**src/rtl/alt_aeq_pkg.sv**
```systemverilog
// Shared constants and types for the AEQ channel adaptation responder.
// Channel width is shared with the AEQ full-ADCE controller.
package alt_aeq_pkg;

    localparam int unsigned LCH_W              = 10;
    localparam int unsigned DEF_SETTLE_CYCLES  = 64;
    localparam int unsigned DEF_TIMEOUT_CYCLES = 65536;
    localparam int unsigned DEF_CNT_W          = 17;

    localparam logic [2:0] ST_IDLE       = 3'd0;
    localparam logic [2:0] ST_SETTLE     = 3'd1;
    localparam logic [2:0] ST_RUN        = 3'd2;
    localparam logic [2:0] ST_CLEAR      = 3'd3;
    localparam logic [2:0] ST_CLEAR_WAIT = 3'd4;
    localparam logic [2:0] ST_RELEASE    = 3'd5;

    typedef enum logic [2:0] {
        S_IDLE       = ST_IDLE,
        S_SETTLE     = ST_SETTLE,
        S_RUN        = ST_RUN,
        S_CLEAR      = ST_CLEAR,
        S_CLEAR_WAIT = ST_CLEAR_WAIT,
        S_RELEASE    = ST_RELEASE
    } adapt_state_e;

    typedef struct packed {
        logic lf_not_found;
        logic hf_not_found;
        logic conv_error;
    } adapt_result_t;

endpackage

```
**src/rtl/alt_aeq_ch_adapt_if.sv**
```systemverilog
// Controller handshake and transceiver ADCE pins of one adaptation channel.
// master = controller/engine side, slave = channel responder.
interface alt_aeq_ch_adapt_if;
    import alt_aeq_pkg::*;

    logic             i_ch_start;
    logic             i_ch_disable;
    logic [LCH_W-1:0] i_logical_ch;
    logic             o_ch_busy0q;
    logic             o_ch_lf_not_found0q;
    logic             o_ch_hf_not_found0q;
    logic             o_ch_conv_error0q;
    logic [LCH_W-1:0] o_adce_ch0q;
    logic             o_adce_run0q;
    logic             o_adce_clr0q;
    logic             i_adce_done;
    logic             i_adce_lf_limit;
    logic             i_adce_hf_limit;

    modport master (
        output i_ch_start, i_ch_disable, i_logical_ch,
        output i_adce_done, i_adce_lf_limit, i_adce_hf_limit,
        input  o_ch_busy0q, o_ch_lf_not_found0q, o_ch_hf_not_found0q,
        input  o_ch_conv_error0q, o_adce_ch0q, o_adce_run0q, o_adce_clr0q
    );

    modport slave (
        input  i_ch_start, i_ch_disable, i_logical_ch,
        input  i_adce_done, i_adce_lf_limit, i_adce_hf_limit,
        output o_ch_busy0q, o_ch_lf_not_found0q, o_ch_hf_not_found0q,
        output o_ch_conv_error0q, o_adce_ch0q, o_adce_run0q, o_adce_clr0q
    );

endinterface

```
**src/rtl/alt_aeq_adapt_timer.sv**
```systemverilog
// Loadable (to zero) saturating up-counter with terminal-count compare,
// shared by the settle and run phases.
module alt_aeq_adapt_timer #(
    parameter int unsigned CNT_W = 17
) (
    input  logic             i_clock,
    input  logic             i_reset,
    input  logic             i_load,
    input  logic             i_en,
    input  logic [CNT_W-1:0] i_tc,
    output logic             o_tc_hit_c
);

    logic [CNT_W-1:0] cnt;

    // Saturate at all-ones so a long run can never wrap back to an early count
    always_ff @(posedge i_clock) begin
        if (i_reset) begin
            cnt <= '0;
        end else if (i_load) begin
            cnt <= '0;
        end else if (i_en && (cnt != '1)) begin
            cnt <= cnt + CNT_W'(1);
        end
    end

    assign o_tc_hit_c = (cnt == i_tc);

endmodule

```
**src/rtl/alt_aeq_ch_adapt.sv**
```systemverilog
// Per-channel ADCE adaptation responder: start/disable handshake, settle,
// timed engine run and result return. Optional ALT_AEQ_ADAPT_RETRY_EN adds one retry on timeout.
module alt_aeq_ch_adapt
    import alt_aeq_pkg::*;
#(
    parameter int unsigned SETTLE_CYCLES  = DEF_SETTLE_CYCLES,
    parameter int unsigned TIMEOUT_CYCLES = DEF_TIMEOUT_CYCLES,
    parameter int unsigned CNT_W          = DEF_CNT_W
) (
    input  logic               i_clock,
    input  logic               i_reset,
    alt_aeq_ch_adapt_if.slave  bus
);

    adapt_state_e     state;
    adapt_result_t    result_q;
    logic [LCH_W-1:0] ch_q;
    logic             busy_q;
    logic             run_q;
    logic             clr_q;
`ifdef ALT_AEQ_ADAPT_RETRY_EN
    logic             retry_used_q;
`endif

    logic [CNT_W-1:0] cnt_tc_c;
    logic             cnt_en_c;
    logic             cnt_load_c;
    logic             cnt_hit_c;

    // Terminal count per phase; CLEAR_WAIT holds busy for two cycles after the clear pulse
    always_comb begin
        cnt_tc_c = CNT_W'(1);
        cnt_en_c = 1'b0;
        case (state)
            S_SETTLE: begin
                cnt_tc_c = CNT_W'(SETTLE_CYCLES - 32'd1);
                cnt_en_c = 1'b1;
            end
            S_RUN: begin
                cnt_tc_c = CNT_W'(TIMEOUT_CYCLES - 32'd1);
                cnt_en_c = 1'b1;
            end
            S_CLEAR_WAIT: begin
                cnt_en_c = 1'b1;
            end
            default: ;
        endcase
    end

    assign cnt_load_c = !cnt_en_c || cnt_hit_c;

    alt_aeq_adapt_timer #(
        .CNT_W (CNT_W)
    ) u_timer (
        .i_clock    (i_clock),
        .i_reset    (i_reset),
        .i_load     (cnt_load_c),
        .i_en       (cnt_en_c),
        .i_tc       (cnt_tc_c),
        .o_tc_hit_c (cnt_hit_c)
    );

    always_ff @(posedge i_clock) begin
        if (i_reset) begin
            state    <= S_IDLE;
            result_q <= '0;
            ch_q     <= '0;
            busy_q   <= 1'b0;
            run_q    <= 1'b0;
            clr_q    <= 1'b0;
`ifdef ALT_AEQ_ADAPT_RETRY_EN
            retry_used_q <= 1'b0;
`endif
        end else begin
            clr_q <= 1'b0;
            case (state)
                S_IDLE: begin
                    if (bus.i_ch_disable || bus.i_ch_start) begin
                        ch_q     <= bus.i_logical_ch;
                        result_q <= '0;
                        busy_q   <= 1'b1;
`ifdef ALT_AEQ_ADAPT_RETRY_EN
                        retry_used_q <= 1'b0;
`endif
                        if (bus.i_ch_disable) begin
                            clr_q <= 1'b1;
                            state <= S_CLEAR;
                        end else begin
                            state <= S_SETTLE;
                        end
                    end
                end
                S_SETTLE: begin
                    if (cnt_hit_c) begin
                        run_q <= 1'b1;
                        state <= S_RUN;
                    end
                end
                // Done beats a same-cycle timeout
                S_RUN: begin
                    if (bus.i_adce_done) begin
                        result_q <= '{lf_not_found: bus.i_adce_lf_limit,
                                      hf_not_found: bus.i_adce_hf_limit,
                                      conv_error:   1'b0};
                        run_q    <= 1'b0;
                        busy_q   <= 1'b0;
                        state    <= S_RELEASE;
                    end else if (cnt_hit_c) begin
`ifdef ALT_AEQ_ADAPT_RETRY_EN
                        if (!retry_used_q) begin
                            retry_used_q <= 1'b1;
                            run_q        <= 1'b0;
                            clr_q        <= 1'b1;
                            state        <= S_CLEAR;
                        end else
`endif
                        begin
                            result_q <= '{lf_not_found: bus.i_adce_lf_limit,
                                          hf_not_found: bus.i_adce_hf_limit,
                                          conv_error:   1'b1};
                            run_q    <= 1'b0;
                            busy_q   <= 1'b0;
                            state    <= S_RELEASE;
                        end
                    end
                end
                S_CLEAR: begin
`ifdef ALT_AEQ_ADAPT_RETRY_EN
                    state <= retry_used_q ? S_SETTLE : S_CLEAR_WAIT;
`else
                    state <= S_CLEAR_WAIT;
`endif
                end
                S_CLEAR_WAIT: begin
                    if (cnt_hit_c) begin
                        busy_q <= 1'b0;
                        state  <= S_RELEASE;
                    end
                end
                // A request still held from the finished transaction must drop first
                S_RELEASE: begin
                    if (!bus.i_ch_start && !bus.i_ch_disable) begin
                        state <= S_IDLE;
                    end
                end
                default: begin
                    state <= S_IDLE;
                end
            endcase
        end
    end

    assign bus.o_ch_busy0q         = busy_q;
    assign bus.o_ch_lf_not_found0q = result_q.lf_not_found;
    assign bus.o_ch_hf_not_found0q = result_q.hf_not_found;
    assign bus.o_ch_conv_error0q   = result_q.conv_error;
    assign bus.o_adce_ch0q         = ch_q;
    assign bus.o_adce_run0q        = run_q;
    assign bus.o_adce_clr0q        = clr_q;

endmodule

```
**src/flat_wrapper.sv**
```systemverilog
// flat-port wrapper written by rule: the top's interface ports become plain ports
module alt_aeq_ch_adapt_flat import alt_aeq_pkg::*;
#(
    parameter int unsigned SETTLE_CYCLES  = DEF_SETTLE_CYCLES,
    parameter int unsigned TIMEOUT_CYCLES = DEF_TIMEOUT_CYCLES,
    parameter int unsigned CNT_W          = DEF_CNT_W
)
  (i_clock, i_reset, bus_i_ch_start, bus_i_ch_disable, bus_i_logical_ch, bus_i_adce_done, bus_i_adce_lf_limit, bus_i_adce_hf_limit, bus_o_ch_busy0q, bus_o_ch_lf_not_found0q, bus_o_ch_hf_not_found0q, bus_o_ch_conv_error0q, bus_o_adce_ch0q, bus_o_adce_run0q, bus_o_adce_clr0q);
  alt_aeq_ch_adapt_if bus_i ();
  input  logic i_clock;
  input  logic i_reset;
  input wire logic [$bits(bus_i.i_ch_start)-1:0] bus_i_ch_start;
  input wire logic [$bits(bus_i.i_ch_disable)-1:0] bus_i_ch_disable;
  input wire logic [$bits(bus_i.i_logical_ch)-1:0] bus_i_logical_ch;
  input wire logic [$bits(bus_i.i_adce_done)-1:0] bus_i_adce_done;
  input wire logic [$bits(bus_i.i_adce_lf_limit)-1:0] bus_i_adce_lf_limit;
  input wire logic [$bits(bus_i.i_adce_hf_limit)-1:0] bus_i_adce_hf_limit;
  output wire logic [$bits(bus_i.o_ch_busy0q)-1:0] bus_o_ch_busy0q;
  output wire logic [$bits(bus_i.o_ch_lf_not_found0q)-1:0] bus_o_ch_lf_not_found0q;
  output wire logic [$bits(bus_i.o_ch_hf_not_found0q)-1:0] bus_o_ch_hf_not_found0q;
  output wire logic [$bits(bus_i.o_ch_conv_error0q)-1:0] bus_o_ch_conv_error0q;
  output wire logic [$bits(bus_i.o_adce_ch0q)-1:0] bus_o_adce_ch0q;
  output wire logic [$bits(bus_i.o_adce_run0q)-1:0] bus_o_adce_run0q;
  output wire logic [$bits(bus_i.o_adce_clr0q)-1:0] bus_o_adce_clr0q;
  assign bus_i.i_ch_start = bus_i_ch_start;
  assign bus_i.i_ch_disable = bus_i_ch_disable;
  assign bus_i.i_logical_ch = bus_i_logical_ch;
  assign bus_i.i_adce_done = bus_i_adce_done;
  assign bus_i.i_adce_lf_limit = bus_i_adce_lf_limit;
  assign bus_i.i_adce_hf_limit = bus_i_adce_hf_limit;
  assign bus_o_ch_busy0q = bus_i.o_ch_busy0q;
  assign bus_o_ch_lf_not_found0q = bus_i.o_ch_lf_not_found0q;
  assign bus_o_ch_hf_not_found0q = bus_i.o_ch_hf_not_found0q;
  assign bus_o_ch_conv_error0q = bus_i.o_ch_conv_error0q;
  assign bus_o_adce_ch0q = bus_i.o_adce_ch0q;
  assign bus_o_adce_run0q = bus_i.o_adce_run0q;
  assign bus_o_adce_clr0q = bus_i.o_adce_clr0q;
  alt_aeq_ch_adapt #(.SETTLE_CYCLES(SETTLE_CYCLES), .TIMEOUT_CYCLES(TIMEOUT_CYCLES), .CNT_W(CNT_W)) u_core (.i_clock(i_clock), .i_reset(i_reset), .bus(bus_i));
endmodule
```
**config.mk**
```make
export PLATFORM = sky130hd
export DESIGN_NAME = alt_aeq_ch_adapt_flat
export DESIGN_NICKNAME = d
export VERILOG_FILES = /design/src/rtl/alt_aeq_pkg.sv /design/src/rtl/alt_aeq_ch_adapt_if.sv /design/src/rtl/alt_aeq_adapt_timer.sv /design/src/rtl/alt_aeq_ch_adapt.sv /design/src/flat_wrapper.sv
export SDC_FILE = /design/constraint.sdc
export NUM_CORES = 1
export LEC_CHECK = 0
export BUFFER_PORTS_ARGS = -buffer_cell sky130_fd_sc_hd__clkbuf_2
export CAP_MARGIN = 20
export CORE_UTILIZATION = 24
export DETAILED_ROUTE_END_ITERATION = 8
export PLACE_DENSITY = 0.5
export SLEW_MARGIN = 20
export SYNTH_ARGS = -nofsm -noshare
export SYNTH_HDL_FRONTEND = slang
export SYNTH_HIERARCHICAL = 1
export SYNTH_SLANG_ARGS = --single-unit
```
**constraint.sdc**
```tcl
create_clock -name i_clock -period 3.7 [get_ports i_clock]
set_input_delay 0.185 -clock i_clock [delete_from_list [all_inputs] [get_ports i_clock]]
set_output_delay 0.185 -clock i_clock [all_outputs]
set_load 0.02 [all_outputs]
```
==> results of run 1 <==
-- per-stage QoR --
stage	std cells	setup WS (ps)	cell area, um^2	power [W]	hold WS, ps
floorplan	214	1000	1910	0.000770	328
global placement	340	949	2140	0.000833	424
detailed placement	340	912	2140	0.000833	433
CTS	348	883	2250	0.00118	125
global route	348	527	2250	0.00125	127
finish	348	915	2250	0.00117	131
-- worst max-delay path, stage by stage, from the launching register on --
cell,delay (ps)
dfxtp_1,650
xnor2_1,130
nor2_1,430
xor2_1,140
nor4_1,200
nand3_1,120
nor4_1,180
buf_4,210
inv_1,80
o21ai_1,110
o21ai_1,90
a2111oi_2,330
-- worst min-delay path by stage --
stage | from | endpoint | slack (ps) | cells past startpoint
final | bus_i_logical_ch[8] | u_core/bus.o_adce_ch0q[8]$_SDFFE_PP0P_ | 130 | 3
after CTS | bus_i_logical_ch[4] | u_core/bus.o_adce_ch0q[4]$_SDFFE_PP0P_ | 120 | 3
after detailed placement | bus_i_logical_ch[4] | u_core/bus.o_adce_ch0q[4]$_SDFFE_PP0P_ | 430 | 3
after global routing | bus_i_logical_ch[8] | u_core/bus.o_adce_ch0q[8]$_SDFFE_PP0P_ | 130 | 3
after global placement | bus_i_logical_ch[4] | u_core/bus.o_adce_ch0q[4]$_SDFFE_PP0P_ | 420 | 3
after floorplan | bus_i_ch_disable | u_core/bus.o_adce_clr0q$_SDFF_PP0_ | 330 | 2
-- flip-flops by register name (all words and copies together), names as in the netlist --
signal and count:
u_core/state 3, u_core/bus.o_ch_busy0q 1, u_core/bus.o_ch_conv_error0q 1, u_core/bus.o_adce_clr0q 1, u_core/u_timer/cnt 17, u_core/bus.o_adce_run0q 1, u_core/bus.o_adce_ch0q 10, u_core/bus.o_ch_lf_not_found0q 1
u_core/bus.o_ch_hf_not_found0q 1
-- kinds of logic (layout without fill, tap and decap cells) --
| group | Yosys count | count (layout) | synth area share [%] |
|---|---|---|---|
| compound gates | 30 | 30 | 10.8 |
| xor+xnor | 30 | 30 | 13.8 |
| fa+ha+maj | 2 | 2 | 1.31 |
| buf+inv | 21 | 53 | 6.09 |
| flops | 36 | 36 | 37.7 |
| mux | 12 | 12 | 6.29 |
| other cells | 2 | 2 | 0.393 |
| simple gates | 81 | 81 | 23.6 |
-- cell usage after synthesis, drive strengths merged (3+ instances only) --
cell,number,area (um^2)
nor3,7,40.0
nor4,8,56.3
mux2i,12,120
nor2,30,115
buf,8,67.6
nand2,6,22.5
inv,10,37.5
xnor2,13,114
nand2b,3,18.8
xor2,17,149
nand4,5,46.3
clkbuf,3,11.3
dfxtp,36,721
nand3,8,40.0
a21oi,9,45.0
a211oi,3,32.5
o21ai,8,40.0
-- layer usage --
layer | global-route usage [%] | wire length (um)
met1 | 13.0 | 2020
met2 | 15.5 | 1530
met3 | 3.27 | 193
met4 | 3.57 | 37
met5 | 0 | 0
-- cell type report --
class                      count  area, um^2
inverter                      10        37.5
sequential                    36         721
timing repair buffer          35         183
multi-input combinational    157        1070
fill                         835        5480
clock buffer                   5        68.8
tap                          102         128
clock inverter                 3        42.5
-- power breakdown --
part / leakage (nW) / switching, W / internal, W
Clock: 0.0541 / 0.000152 / 0.000199
Combinational: 0.558 / 0.000195 / 0.000154
Sequential: 0.293 / 0.0000484 / 0.000423
==> out/results.txt, run 1 <==
outcome: complete, no violations
Root Buffer: clkbuf_8
CP required: 3900 ps
fmax: 359 MHz
Yosys reg bits: 36
maxcap violations: 0
post-CTS setup buffers: 0
drt pass-1 iters: 4
maximum clock insertion buffer count: 2
DRC: 0
Via Count: 1536
Reg2Reg Depth: 11
max-slew violations: 0
Post-DP HPWL: 2.71 mm
Post-Syn Nets: 233
clk_lat worst skew: 290 ps
Detail Route Antenna Nets: 0
clk_skew: 8.39 ps
initial core utilization: 24.7%
# H-tree levels: 2
worst setup path start: u_core/state[0]$_SDFFE_PP0P_
Setup CP Type: reg -> reg
clk sink count: 36
Final Critical Period: 2780 ps
Cell variety after synth: 47
Worst Path Max Fanout: 14
first-pass GRT wire length: 6.78 mm
Post-CTS Resized: 0
maximum vdd ir drop: 0.254 mV
flop2flop setup slack: 920 ps
Port-buffer cells: 32
initial antenna violation count: 0
vias in the first global route: 1485
Die Span Y: 91.2 um
GRT Total Usage: 10.0%
post-synthesis sequential area ratio: 37.7%
GP Congestion: 0.766
TritonCTS clock tree: yes
Tightest Pin Transition: 623 ps
area grow syn2layout: 18.0%
slew margin rel.: 58.4%
Worst R2R End: u_core/state[1]$_SDFFE_PP0P_
Nets: 264
most frequent cells in the layout: dfxtp_1 (36), clkbuf_2 (32), nor2_1 (29)
largest net degree at the start of global routing: 23
post-DR vias/cell: 4.41
I/O pin total: 33
die area: 8320 um^2
leakage: 0.905 nW
Avg WL per Cell: 10.9 um
EDFF count, synth: 0
initial drt markers: 33
Reg-to-Reg Start: u_core/state[0]$_SDFFE_PP0P_
Core Box Area: 7730 um^2
Synth async-reset ratio: 0%
proportion of layout cells with a drive suffix above 1: 22.4%
total routed wirelength: 3.79 mm
clock buffer count from CTS: 5
crit start category: flip-flop
Power per Cell Area: 520 nW/um^2
ys flop type: dfxtp_1
Post-Route Setup TNS: 0 ps
Syn Area/Cell: 8.92 um^2
final setup vio count: 0
Post-Synthesis Cells: 214
Hold Buf Count CTS: 0
WP data arrival: 2980 ps
Final Cycle Share: 75.3%
worst setup path endpoint: u_core/state[1]$_SDFFE_PP0P_
YS warnings: 6
commonest non-fill, non-tap cell in the layout: dfxtp_1
Layout Utilization: 29.1%
row count: 32
final hold viol count: 0
HP Class: in -> reg
RSZ-0062 raised after global routing: no
Synth Cell Area: 1910 um^2
CTS clk-pin slew, worst paths: 80 ps
grt ovf: 0
endpoint type of the worst setup path: flip-flop
Die X-Extent: 91.2 um
# diodes: 0
(Power assumes the default switching activity.)
==> run 2, diff against run 1 <==
- PLACE_DENSITY: 0.5 -> 0.51
- clock period: 3.7 -> 2.55 ns (I/O delays scaled with it)
==> out/results.txt, run 2 (synthesis gave the netlist of run 1 again) <==
row count: 32 (unchanged)
slowest stage delay, CP: 380 ps (-270 ps)
flop2flop setup slack: 260 ps (-660 ps)
clk sink count: 36 (unchanged)
WHS: 68.4 ps (-62.5 ps)
leakage: 0.926 nW (+2.3%)
total routed wirelength: 4.17 mm (+10%)
largest net degree at the start of global routing: 23 (unchanged)
post-DR vias/cell: 4.50 (+2.0%)
Hold Buf Count CTS: 0 (unchanged)
register area: 721 um^2 (unchanged)
Final Critical Period: 2290 ps (-491 ps)
Reg2Reg Depth: 10 (-1)
I/O pin total: 33 (unchanged)
GP Congestion: 0.759 (-0.95%)
Avg WL per Cell: 11.8 um (+8.3%)
# H-tree levels: 2 (unchanged)
WP data arrival: 2490 ps (-490 ps)
HP Class: in -> reg
first-pass GRT wire length: 7.11 mm (+4.8%)
Core Box Area: 7730 um^2 (unchanged)
Post-Route Setup TNS: 0 ps (unchanged)
Detail Route Antenna Nets: 0 (unchanged)
Worst Path Max Fanout: 9 (-5)
CTS clk-pin slew, worst paths: 80 ps (about the same)
Die Span Y: 91.2 um (unchanged)
initial antenna violation count: 0 (unchanged)
area grow syn2layout: 20.4%
initial core utilization: 24.7% (unchanged)
Worst R2R End: u_core/state[1]$_SDFFE_PP0P_
clk_skew: 6.35 ps (-2.04 ps)
drt pass-1 iters: 4 (unchanged)
commonest non-fill, non-tap cell in the layout: dfxtp_1
Biggest register: u_core/u_timer/cnt
grt ovf: 0 (unchanged)
worst setup path start: u_core/state[1]$_SDFFE_PP0P_
outcome: complete, no violations
Final Cycle Share: 89.9% (+15 points)
final setup vio count: 0 (unchanged)
Die X-Extent: 91.2 um (unchanged)
Nets: 270 (+2.3%)
final hold viol count: 0 (unchanged)
maxcap violations: 0 (unchanged)
endpoint type of the worst setup path: flip-flop
initial drt markers: 83 (+150%)
clk_lat worst skew: 290 ps (about the same)
vias in the first global route: 1525 (+2.7%)
CP Cell Sequence: nor3b_4, buf_12, xor2_1, nor4_1, nand3_1, nor4_1, inv_1, o21ai_1, o21ai_1, a2111oi_2
CP required: 2750 ps (-1150 ps)
GRT Total Usage: 10.8% (+0.83 points)
fmax: 436 MHz (+21%)
most frequent cells in the layout: dfxtp_1 (36), clkbuf_2 (32), nor2_1 (28)
# diodes: 0 (unchanged)
Setup CP Type: reg -> reg
fill count: 819 (-1.9%)
RSZ-0062 raised after global routing: no
proportion of layout cells with a drive suffix above 1: 24.6% (+2.2 points)
die area: 8320 um^2 (unchanged)
number of flip-flops in the largest register: 17 (unchanged)
Power per Cell Area: 725 nW/um^2 (+39%)
max-slew violations: 0 (unchanged)
TritonCTS clock tree: yes
worst setup path endpoint: u_core/state[1]$_SDFFE_PP0P_
Root Buffer: clkbuf_8
clock buffer count from CTS: 5 (unchanged)
Via Count: 1594 (+3.8%)
Port-buffer cells: 32 (unchanged)
DRC: 0 (unchanged)
Multi-input gate area: 1080 um^2 (+0.82%)
crit start category: flip-flop
maximum vdd ir drop: 0.325 mV (+28%)
maximum clock insertion buffer count: 2 (unchanged)
Reg-to-Reg Start: u_core/state[1]$_SDFFE_PP0P_
Post-DP HPWL: 3.04 mm (+12%)
crit path max-delay cell type: dfxtp_1
==> run 2: worst min-delay path by stage <==
stage	to	startpoint	cells past startpoint	slack, ps
after detailed placement	u_core/bus.o_adce_ch0q[6]$_SDFFE_PP0P_	bus_i_logical_ch[6]	3	380
after CTS	u_core/bus.o_adce_ch0q[5]$_SDFFE_PP0P_	bus_i_logical_ch[5]	3	60
after global routing	u_core/bus.o_adce_ch0q[8]$_SDFFE_PP0P_	bus_i_logical_ch[8]	3	80
final	u_core/bus.o_adce_ch0q[3]$_SDFFE_PP0P_	bus_i_logical_ch[3]	3	70
after global placement	u_core/bus.o_adce_ch0q[5]$_SDFFE_PP0P_	bus_i_logical_ch[5]	3	360
after floorplan	u_core/bus.o_adce_clr0q$_SDFF_PP0_	bus_i_ch_disable	2	270
==> run 2: timing repair <==
| item | CTS | global route |
|---|---|---|
| setup endpoints to repair | 0 | 20 |
| buffers inserted | 0 | 1 |
| gates resized for setup | 0 | 1 |
==> run 2: per-stage QoR <==
stage | std cells | setup slack (ps) | power, W | area (um^2) | utilization, %
after global placement | 345 | 58.0 | 0.00124 | 2180 | 28.3
after floorplan | 214 | 29.1 | 0.00112 | 1920 | -
after CTS | 353 | 57.8 | 0.00167 | 2280 | 29.5
after detailed placement | 345 | 104 | 0.00124 | 2180 | 28.3
final | 354 | 256 | 0.00167 | 2300 | 29.8
after global routing | 354 | 75.1 | 0.00178 | 2300 | 29.8
==> run 2: area by class of cell <==
type                            instances  area share (%)
Clock buffer                            5            2.99
Sequential cell                        36            31.3
Clock inverter                          3            1.03
Multi-Input combinational cell        157            47.0
Inverter                               10            1.63
Tap cell                              102            5.55
Timing Repair Buffer                   41            10.4
==> run 2: worst max-delay path: cells and delay by family (launching register included) <==
family,cells,cell delay [ps]
AND/OR/NAND/NOR,4,940
flip-flops,1,380
buffers and inverters,2,280
XOR/XNOR,1,60
AO/OA/AOI/OAI,3,530
==> run 2: layer usage <==
| layer | vias up | track usage (%) | part of all wire [%] |
|---|---|---|---|
| met5 | - | 0 | 0 |
| met4 | 0 | 4.76 | 1.6 |
| met3 | 5 | 2.85 | 4.6 |
| met2 | 39 | 17.5 | 46 |
| met1 | 729 | 13.5 | 48 |
| li1 | 821 | - | - |
==> run 2: report_power, final <==
group	internal, W	switching (W)
clock network	0.000194	0.000231
logic	0.000255	0.000334
registers	0.000614	0.0000395
==> run 3, diff against run 2 <==
- PLACE_DENSITY: 0.51 -> not set
- PLACE_DENSITY_LB_ADDON: not set -> 0.08
==> out/results.txt, run 3 (synthesis gave the netlist of run 1 again) <==
outcome: complete, no violations
Post-DP HPWL: 3.22 mm (+6.0%)
Detail Route Antenna Nets: 0 (unchanged)
Avg WL per Cell: 12.4 um (+5.4%)
die area: 8320 um^2 (unchanged)
Worst Path Max Fanout: 10 (+1)
RSZ-0062 raised after global routing: no
vias in the first global route: 1518 (-0.46%)
final hold viol count: 0 (unchanged)
Post-Route Setup TNS: 0 ps (unchanged)
Placement Setup Slack: 141 ps (+36.8 ps)
clk_skew: 6.64 ps (+0.287 ps)
CP required: 2740 ps (about the same)
CTS clk-pin slew, worst paths: 70 ps (about the same)
Biggest register: u_core/u_timer/cnt
I/O pin total: 33 (unchanged)
fill count: 842 (+2.8%)
# H-tree levels: 2 (unchanged)
Final Cycle Share: 88.7% (-1.3 points)
final setup vio count: 0 (unchanged)
DRC: 0 (unchanged)
initial drt markers: 71 (-14%)
Post-CTS Resized: 0 (unchanged)
most frequent cells in the layout: dfxtp_1 (36), clkbuf_2 (32), nor2_1 (28)
number of flip-flops in the largest register: 17 (unchanged)
Die Span Y: 91.2 um (unchanged)
initial antenna violation count: 0 (unchanged)
grt ovf: 0 (unchanged)
area grow syn2layout: 21.3%
# diodes: 0 (unchanged)
Final Critical Period: 2260 ps (-32.1 ps)
Setup CP Type: reg -> reg
HP Class: in -> reg
TritonCTS clock tree: yes
Hold Buf Count CTS: 0 (unchanged)
post-DR vias/cell: 4.41 (-2.1%)
total routed wirelength: 4.41 mm (+5.7%)
maxcap violations: 0 (unchanged)
Core Box Area: 7730 um^2 (unchanged)
maximum clock insertion buffer count: 2 (unchanged)
GP Congestion: 0.714 (-5.9%)
max-slew violations: 0 (unchanged)
leakage: 0.944 nW (+2.0%)
largest net degree at the start of global routing: 23 (unchanged)
endpoint type of the worst setup path: flip-flop
Die X-Extent: 91.2 um (unchanged)
Port-buffer cells: 32 (unchanged)
proportion of layout cells with a drive suffix above 1: 25.3% (+0.69 points)
row count: 32 (unchanged)
Multi-input gate area: 1090 um^2 (+0.58%)
initial core utilization: 24.7% (unchanged)
fmax: 442 MHz (+1.4%)
crit start category: flip-flop
clk sink count: 36 (unchanged)
GRT Total Usage: 11.5% (+0.65 points)
Via Count: 1565 (-1.8%)
clock buffer count from CTS: 5 (unchanged)
commonest non-fill, non-tap cell in the layout: dfxtp_1
WP data arrival: 2450 ps (-40 ps)
Root Buffer: clkbuf_8
first-pass GRT wire length: 7.55 mm (+6.2%)
post-CTS setup buffers: 0 (unchanged)
Nets: 272 (+0.74%)
clk_lat worst skew: 280 ps (about the same)
register area: 721 um^2 (unchanged)
Power per Cell Area: 731 nW/um^2 (+0.81%)
Setup WS post-layout: 288 ps (+32.1 ps)
maximum vdd ir drop: 0.309 mV (-5.0%)
drt pass-1 iters: 4 (unchanged)
[run 3: metrics by stage]
stage	instances	instance area (um^2)	utilization (%)	hold WS (ps)	power, W
floorplan	214	1920	-	271	0.00112
global placement	348	2210	28.6	361	0.00127
detailed placement	348	2210	28.6	372	0.00126
CTS	355	2300	29.8	66.5	0.00172
global route	355	2320	30.0	82.2	0.00182
finish	355	2320	30.0	79.6	0.00169
[run 3: metal layers]
layer	GRT usage [%]	vias up	routed length, um
met5	0	-	0
met4	4.37	0	60
met3	3.18	4	165
met2	16.9	25	1910
met1	15.8	720	2270
li1	-	816	-
[run 3: final timing paths]
| kind | from | slack (ps) | end | cells after the start |
|---|---|---|---|---|
| setup reg to reg | u_core/state[2]$_SDFFE_PP0P_ | 290 | u_core/state[1]$_SDFFE_PP0P_ | 10 |
| hold / removal | bus_i_logical_ch[4] | 80 | u_core/bus.o_adce_ch0q[4]$_SDFFE_PP0P_ | 3 |
| setup / recovery | u_core/state[2]$_SDFFE_PP0P_ | 290 | u_core/state[1]$_SDFFE_PP0P_ | 10 |
| hold reg to reg | u_core/bus.o_ch_lf_not_found0q$_SDFFE_PP0P_ | 500 | u_core/bus.o_ch_lf_not_found0q$_SDFFE_PP0P_ | 2 |
[run 3: where the power goes]
group | switching (W) | total, W | internal, W
clock network | 0.000199 | 0.000440 | 0.000241
logic | 0.000338 | 0.000596 | 0.000258
registers | 0.0000427 | 0.000657 | 0.000614
total | 0.000580 | 0.00169 | 0.00111
[run 3: worst max-delay path: stages, from the launching register on]
cell       delay (ps)
dfxtp_1           380
nor3b_4           220
buf_6             180
xor2_1             70
nor4_1            330
nand3_1           140
nor4_2            190
inv_1             110
o21ai_1           120
o21ai_1            90
a2111oi_2         320
[run 3: area by class of cell]
class | instances | share of cell area, %
Timing Repair Buffer | 43 | 10.6
Multi-Input combinational cell | 157 | 46.9
Tap cell | 102 | 5.51
Inverter | 10 | 1.62
Sequential cell | 36 | 31.1
Clock buffer | 7 | 4.16
